**src/rtl/rsa_pkg.sv**
```systemverilog
// Shared RSA key-generation definitions.
// Euclid FSM states and signed-coefficient guard width.
package rsa_pkg;

  typedef enum logic [2:0] {
    IDLE,
    LOOP,
    DIV,
    UPDATE,
    FINAL
  } state_t;

  // Bézout coefficients need WIDTH+TWX bits as signed values
  localparam int TWX = 2;

endpackage

```
**src/rtl/seq_divider.sv**
```systemverilog
// Restoring unsigned divider, one quotient bit per cycle.
// div_done pulses WIDTH cycles after the div_start cycle.
module seq_divider #(
  parameter int WIDTH = 8
) (
  input  logic             clk,
  input  logic             rst_n,
  input  logic             div_start,
  input  logic [WIDTH-1:0] dividend,
  input  logic [WIDTH-1:0] divisor,
  output logic [WIDTH-1:0] quotient,
  output logic [WIDTH-1:0] remainder,
  output logic             div_done
);

  localparam int CW = $clog2(WIDTH + 1);

  logic [WIDTH-1:0] rem_q, quo_q, dvs_q;
  logic [WIDTH-1:0] rem_d, quo_d;
  logic [WIDTH-1:0] src_rem, src_quo, src_dvs;
  logic [WIDTH:0]   part;
  logic             ge;
  logic [CW-1:0]    cnt_q;
  logic             done_q;

  // The first step runs on the start edge straight from the operands
  always_comb begin
    src_rem = div_start ? '0       : rem_q;
    src_quo = div_start ? dividend : quo_q;
    src_dvs = div_start ? divisor  : dvs_q;
    part    = {src_rem, src_quo[WIDTH-1]};
    ge      = (part >= {1'b0, src_dvs});
    rem_d   = ge ? WIDTH'(part - {1'b0, src_dvs})
                 : part[WIDTH-1:0];
    quo_d   = {src_quo[WIDTH-2:0], ge};
  end

  always_ff @(posedge clk or negedge rst_n) begin
    if (!rst_n) begin
      rem_q  <= '0;
      quo_q  <= '0;
      dvs_q  <= '0;
      cnt_q  <= '0;
      done_q <= 1'b0;
    end else if (div_start) begin
      rem_q  <= rem_d;
      quo_q  <= quo_d;
      dvs_q  <= divisor;
      cnt_q  <= CW'(WIDTH - 1);
      done_q <= 1'b0;
    end else if (cnt_q != '0) begin
      rem_q  <= rem_d;
      quo_q  <= quo_d;
      cnt_q  <= cnt_q - 1'b1;
      done_q <= (cnt_q == CW'(1));
    end else begin
      done_q <= 1'b0;
    end
  end

  assign quotient  = quo_q;
  assign remainder = rem_q;
  assign div_done  = done_q;

endmodule

```
**src/rtl/mod_inverse.sv**
```systemverilog
// Modular inverse via iterative extended Euclid.
// Reports failure when gcd(a, m) != 1 or m < 2.
import rsa_pkg::*;

module mod_inverse #(
  parameter int WIDTH = 8
) (
  input  logic             clk,
  input  logic             rst_n,
  input  logic             start,
  input  logic [WIDTH-1:0] a,
  input  logic [WIDTH-1:0] m,
  output logic             busy,
  output logic             done,
  output logic             found,
  output logic [WIDTH-1:0] out
);

  localparam int TW = WIDTH + TWX;

  state_t state_q;

  logic [WIDTH-1:0]     r0_q, r1_q, m_q;
  logic [WIDTH-1:0]     q_q, rem_q;
  logic signed [TW-1:0] t0_q, t1_q;
  logic                 busy_q, done_q, found_q;
  logic [WIDTH-1:0]     out_q;

  logic                 m_ok, div_start, div_done;
  logic [WIDTH-1:0]     div_q, div_r;
  logic signed [TW-1:0] prod;
  logic [WIDTH-1:0]     t_pos;

  assign m_ok      = (m_q >= WIDTH'(2));
  assign div_start = (state_q == LOOP) && m_ok
                  && (r1_q != '0);

  // |t| <= m, so the product is exact modulo 2^TW
  assign prod  = $signed({2'b00, q_q}) * t1_q;
  assign t_pos = t0_q[WIDTH-1:0] + m_q;

  seq_divider #(
    .WIDTH(WIDTH)
  ) u_div (
    .clk      (clk),
    .rst_n    (rst_n),
    .div_start(div_start),
    .dividend (r0_q),
    .divisor  (r1_q),
    .quotient (div_q),
    .remainder(div_r),
    .div_done (div_done)
  );

  always_ff @(posedge clk or negedge rst_n) begin
    if (!rst_n) begin
      state_q <= IDLE;
      r0_q    <= '0;
      r1_q    <= '0;
      m_q     <= '0;
      q_q     <= '0;
      rem_q   <= '0;
      t0_q    <= '0;
      t1_q    <= '0;
      busy_q  <= 1'b0;
      done_q  <= 1'b0;
      found_q <= 1'b0;
      out_q   <= '0;
    end else begin
      done_q <= 1'b0;
      unique case (state_q)
        IDLE: begin
          busy_q <= start;
          if (start) begin
            r0_q    <= m;
            r1_q    <= a;
            m_q     <= m;
            t0_q    <= '0;
            t1_q    <= TW'(1);
            found_q <= 1'b0;
            out_q   <= '0;
            state_q <= LOOP;
          end
        end
        LOOP: begin
          if (div_start) state_q <= DIV;
          else           state_q <= FINAL;
        end
        DIV: begin
          if (div_done) begin
            q_q     <= div_q;
            rem_q   <= div_r;
            state_q <= UPDATE;
          end
        end
        UPDATE: begin
          r0_q    <= r1_q;
          r1_q    <= rem_q;
          t0_q    <= t1_q;
          t1_q    <= t0_q - prod;
          state_q <= LOOP;
        end
        FINAL: begin
          if (m_ok && r0_q == WIDTH'(1)) begin
            found_q <= 1'b1;
            out_q   <= t0_q[TW-1] ? t_pos
                                  : t0_q[WIDTH-1:0];
          end else begin
            found_q <= 1'b0;
            out_q   <= '0;
          end
          done_q  <= 1'b1;
          state_q <= IDLE;
        end
        default: state_q <= IDLE;
      endcase
    end
  end

  assign busy  = busy_q;
  assign done  = done_q;
  assign found = found_q;
  assign out   = out_q;

endmodule
```
**config.mk**
```make
export PLATFORM = sky130hd
export DESIGN_NAME = mod_inverse
export DESIGN_NICKNAME = d
export VERILOG_FILES = /design/src/rtl/rsa_pkg.sv /design/src/rtl/seq_divider.sv /design/src/rtl/mod_inverse.sv
export SDC_FILE = /design/constraint.sdc
export NUM_CORES = 1
export LEC_CHECK = 0
export CORE_AREA = 2 2 135 137
export DETAILED_ROUTE_END_ITERATION = 16
export DIE_AREA = 0 0 137 139
export GPL_TIMING_DRIVEN = 1
export PLACE_DENSITY = 0.59
export SKIP_LAST_GASP = 1
export SLEW_MARGIN = 10
export SYNTH_ARGS = -nofsm -noshare
export SYNTH_HDL_FRONTEND = slang
export SYNTH_SLANG_ARGS = --single-unit
```
**constraint.sdc**
```tcl
create_clock -name clk -period 5.6 [get_ports clk]
set_clock_uncertainty 0.2 [all_clocks]
set_input_delay 1.12 -clock clk [delete_from_list [all_inputs] [get_ports clk]]
set_output_delay 1.12 -clock clk [all_outputs]
set_load 0.01 [all_outputs]
```
# Word level (Yosys, flattened, before mapping)
# Cells that the tools add are included.
# op_classes
div_mod_pow	0
n_lt_le_gt_ge	2
add_sub_neg	4
n_shift	0
multipliers	1
bitwise_logic	0
reduce_logical	14
muxes	32
eq_ne	8
# op_table
op	n
8-bit two-way mux	13
8-bit one-hot mux with 2 select lines	3
10-bit one-hot mux with 2 select lines	2
10-bit two-way mux	2
3-bit one-hot mux with 4 select lines	1
9-bit by 10-bit multiplier with 10-bit output	1
2-bit AND reduction	5
10-bit subtractor	1
9-bit by 8-bit >= comparator with 1-bit output	1
3-bit two-way mux	3
8-bit adder	1
8-bit by 1-bit == test with 1-bit output (second input constant)	1
8-bit by 2-bit >= comparator with 1-bit output (second input constant)	1
4-bit two-way mux	2
8-bit nonzero test	1
8-bit subtractor	1
3-bit by 2-bit == test with 1-bit output (second input constant)	2
2-bit nonzero test	3
1-bit two-way mux	5
4-bit by 1-bit == test with 1-bit output (second input constant)	1
4-bit nonzero test	1
4-bit by 1-bit subtractor with 4-bit output (second input constant)	1
3-bit by 1-bit == test with 1-bit output (second input constant)	1
3-bit == test (second input constant)	1
5 further kinds	7
# totals
latch_bits	0
ramBits	0
register_bits	103
wordCells	78
memories	0
romBits	0

# Longest topological paths before layout
# depth
word_depth	8
mapped_depth	18
depth_no_buf	17

# By module
# From an unflattened synthesis, not the netlist that was laid out.
# hier_totals
hier_cells	679
area_unflattened_um2	6934.2
# by_module_without_submodules
mod	cells_each	instances	area_per_inst_um2	seq_area_each_um2
mod_inverse	494	1	5111.2	1851.8
seq_divider	185	1	1823.0	725.7

# Worst setup path after synthesis
# Ideal clock, no wire load.
# synth_timing
kind	reg-to-reg
startpoint	register q_q[3]
endpoint	register t1_q[9]
setup_slack_ns	1.221
stages_incl_launch_ff	16
t_arrival_ns	4.051
setup_time_ns	0.129
t_required_ns	5.271
synth_period_minus_slack_ns	4.379
path_cell_list	dfrtp_1 and2_1 fa_1 inv_1 fa_1 inv_1 fa_1 fa_1 fa_1 xor2_1 xnor2_1 xnor2_1 xnor2_1 xnor2_1 xnor2_1 o21ai_1
# synth_via
elab_chain_len	3
# synth_lines
element	line_no	source
start, declared	mod_inverse.sv:24	logic [WIDTH-1:0] q_q, rem_q;
start signal, assigned	mod_inverse.sv:91	q_q <= div_q;
9-bit by 10-bit multiplier with 10-bit output	mod_inverse.sv:39	assign prod = $signed({2'b00, q_q}) * t1_q;
10-bit subtractor	mod_inverse.sv:100	t1_q <= t0_q - prod;
10-bit one-hot mux with 2 select lines	mod_inverse.sv:71	unique case (state_q)
end signal, assigned	mod_inverse.sv:100	
end, declared	mod_inverse.sv:25	logic signed [TW-1:0] t0_q, t1_q;
# No other way between the ends.
# A chain may end at the register's enable or synchronous reset.

# Final worst setup path
# Same ends and word-level chain as after synthesis.

==> impl_results.md <==
- First-pass GRT wire length: 25,400 µm
- Clk buf depth: 2
- Mapped cell area: 0.00675 mm²
- Footprint of the multi-input gates: 0.00381 mm²
- I/O pins: 30
- Iteration-0 DRC Markers: 225
- # fillers: 1,710
- CTS clk-pin slew, worst paths: 80 ps
- R2R cell count: 15
- WHS Path Cells: 2
- Mean post-synth cell area: 10.3 µm²
- Status: complete, no violations
- Synth Net Count: 756
- Chip Height: 139 µm
- Gr ovfl total: 0
- Number of flops mapped to enable cells by yosys: 0
- Ant diodes: 0
- Drt via density: 5.03
- Slew HR: 38.1%
- Proportion of layout cells with a drive suffix above 1: 8.91%
- Hold Vio Cnt, Final: 0
- Cell variety after synth: 51
- Worst-Margin Slew: 928 ps
- DRC errors left: 0
- CTS tree: yes
- H-Tree Depth: 3
- Synth Warn #: 0
- Gate count after technology mapping: 657
- # setup viols final: 0
- FMAX: 218 MHz
- # rows: 49
- HPWL Detailed: 11,100 µm
- Sequential share of the synthesized area: 38.2%
- Fin crit period: 4580 ps
- IO Port Bufs: 29
- Core Area: 0.0177 mm²
- Post-CTS Hold Buffers: 0
- Chip Width: 137 µm
- Routed via count: 4,594
- Vias in the first global route: 4,972
- Clk_lat worst skew: 350 ps
- RD Place Congestion: 0.859
- Worst Path Arrival: 4600 ps
- Synth area leaders: dfrtp_1, fa_1, ha_1
- Clock sink total: 103
- Synth Flop Type: dfrtp_1
- Number of max-cap violations: 0
- Final net count: 779
- Area leader, netlist: dfrtp_1
- Startpoint Class: flop
- Total Neg Setup Slack: 0 ps
- Routed Antenna Nets: 0
- Worst hold path class: flop to flop
- Critical-path maximum fanout: 8
- WP data required: 5620 ps
- CTS Buf Count: 9
- Final WL: 15,000 µm
- Largest net degree at the start of global routing: 64
- Initial antenna violation count: 0
- Gr usage total: 17.1%
- Final Max Slew Viols: 0
- Commonest non-fill, non-tap cells in the layout: dfrtp_1, nand2_1, inv_1
- Area grow syn2layout: 11.9%
- Post-CTS setup buffer count: 0
- Die Area: 0.0190 mm²
- RSZ-0062 raised after global routing: false
- FF/Latch Area: 0.00258 mm²
- Most common cell after layout, fill and taps aside: dfrtp_1
- Period Utilization, post-route: 81.8%
- CP Capture Type: flop
- Type of the worst setup path: flop to flop
- Seq cells post-synth: 103
- Starting Density: 38.2%
- First-pass detailed-route iteration total: 4
- Asr flop ratio synth: 100%
- Share of the synthesized area in the top cell type: 38.2%
- CTS root buf: clkbuf_16
- Cts repair resizes: 0
- WL/cell: 16.4 µm
metal layers:
metal | vias up | share of wire [%] | track usage (%)
met2 | 51 | 49 | 29.0
li1 | 2241 | - | -
met1 | 2283 | 46 | 22.1
met5 | - | 0 | 0
met3 | 19 | 2.8 | 3.91
met4 | 0 | 1.6 | 4.12
synthesized netlist by cell type (all sizes together) (13+ instances only):
master,number
and2,48
a22oi,13
xnor2,23
fa,34
a21oi,16
o21ai,42
nand2,82
inv,70
ha,46
dfrtp,103
nor2,14
buf,14
mux2i,32
mux2,24
path summary, 6_finish.rpt:
| path | from | to | slack, ps |
|---|---|---|---|
| min in group asynchronous | rst_n | rem_q[5]$_DFFE_PN0P_ | 660 |
| worst max register to register | q_q[3]$_DFFE_PN0P_ | t1_q[9]$_DFFE_PN0P_ | 1020 |
| worst max-delay path | q_q[3]$_DFFE_PN0P_ | t1_q[9]$_DFFE_PN0P_ | 1020 |
| worst min-delay path | out[2]$_DFFE_PN0P_ | out[2]$_DFFE_PN0P_ | 280 |
| worst min register to register | out[2]$_DFFE_PN0P_ | out[2]$_DFFE_PN0P_ | 280 |
| max in group asynchronous | rst_n | t1_q[0]$_DFFE_PN0P_ | 3500 |
final cells by class:
| cell class | instances | share of cell area [%] |
|---|---|---|
| inverter | 70 | 3.48 |
| clock inverter | 5 | 0.514 |
| timing repair buffer | 35 | 4.41 |
| multi-input combinational | 461 | 50.5 |
| sequential | 103 | 34.1 |
| clock buffer | 11 | 3.21 |
| tap | 229 | 3.79 |
kinds of logic after synthesis:
| group | count (synthesis) | share of synthesized area [%] |
|---|---|---|
| flops | 103 | 38.2 |
| xor+xnor | 33 | 4.28 |
| simple gates | 183 | 13.9 |
| buf+inv | 93 | 5.54 |
| compound gates | 109 | 10.6 |
| mux | 56 | 8.93 |
| fa+ha+maj | 80 | 18.6 |
stage by stage:
| stage | cells | setup WS, ps | area, µm² | hold WS, ps | util [%] |
|---|---|---|---|---|---|
| after floorplan | 657 | 1220 | 6750 | 246 | - |
| after global placement | 898 | 1040 | 7270 | 256 | 41.2 |
| after detailed placement | 898 | 974 | 7270 | 267 | 41.2 |
| after CTS | 914 | 986 | 7550 | 285 | 42.8 |
| after global routing | 914 | 729 | 7550 | 315 | 42.8 |
| final | 914 | 1020 | 7550 | 282 | 42.8 |
worst max-delay path: stages (launching register included):
cell     delay (ps)
dfrtp_1         450
and2_1          210
fa_1            530
inv_1            60
fa_1            490
inv_1            50
fa_1            460
fa_1            520
fa_1            440
xor2_1          160
xnor2_1         210
xnor2_1         160
xnor2_1         160
xnor2_1         150
xnor2_1         130
o21ai_1          70
flip-flops by register name (all words and copies together) (netlist names):
name	flops
busy	1
done	1
found	1
m_q	8
out	8
q_q	8
r0_q	8
r1_q	8
rem_q	8
state_q	3
t0_q	10
t1_q	10
u_div.cnt_q	4
u_div.div_done	1
u_div.dvs_q	8
u_div.quotient	8
u_div.remainder	8
Power is not shown: default switching activity piles up to over one toggle a cycle in this logic, so the estimate is an artifact.
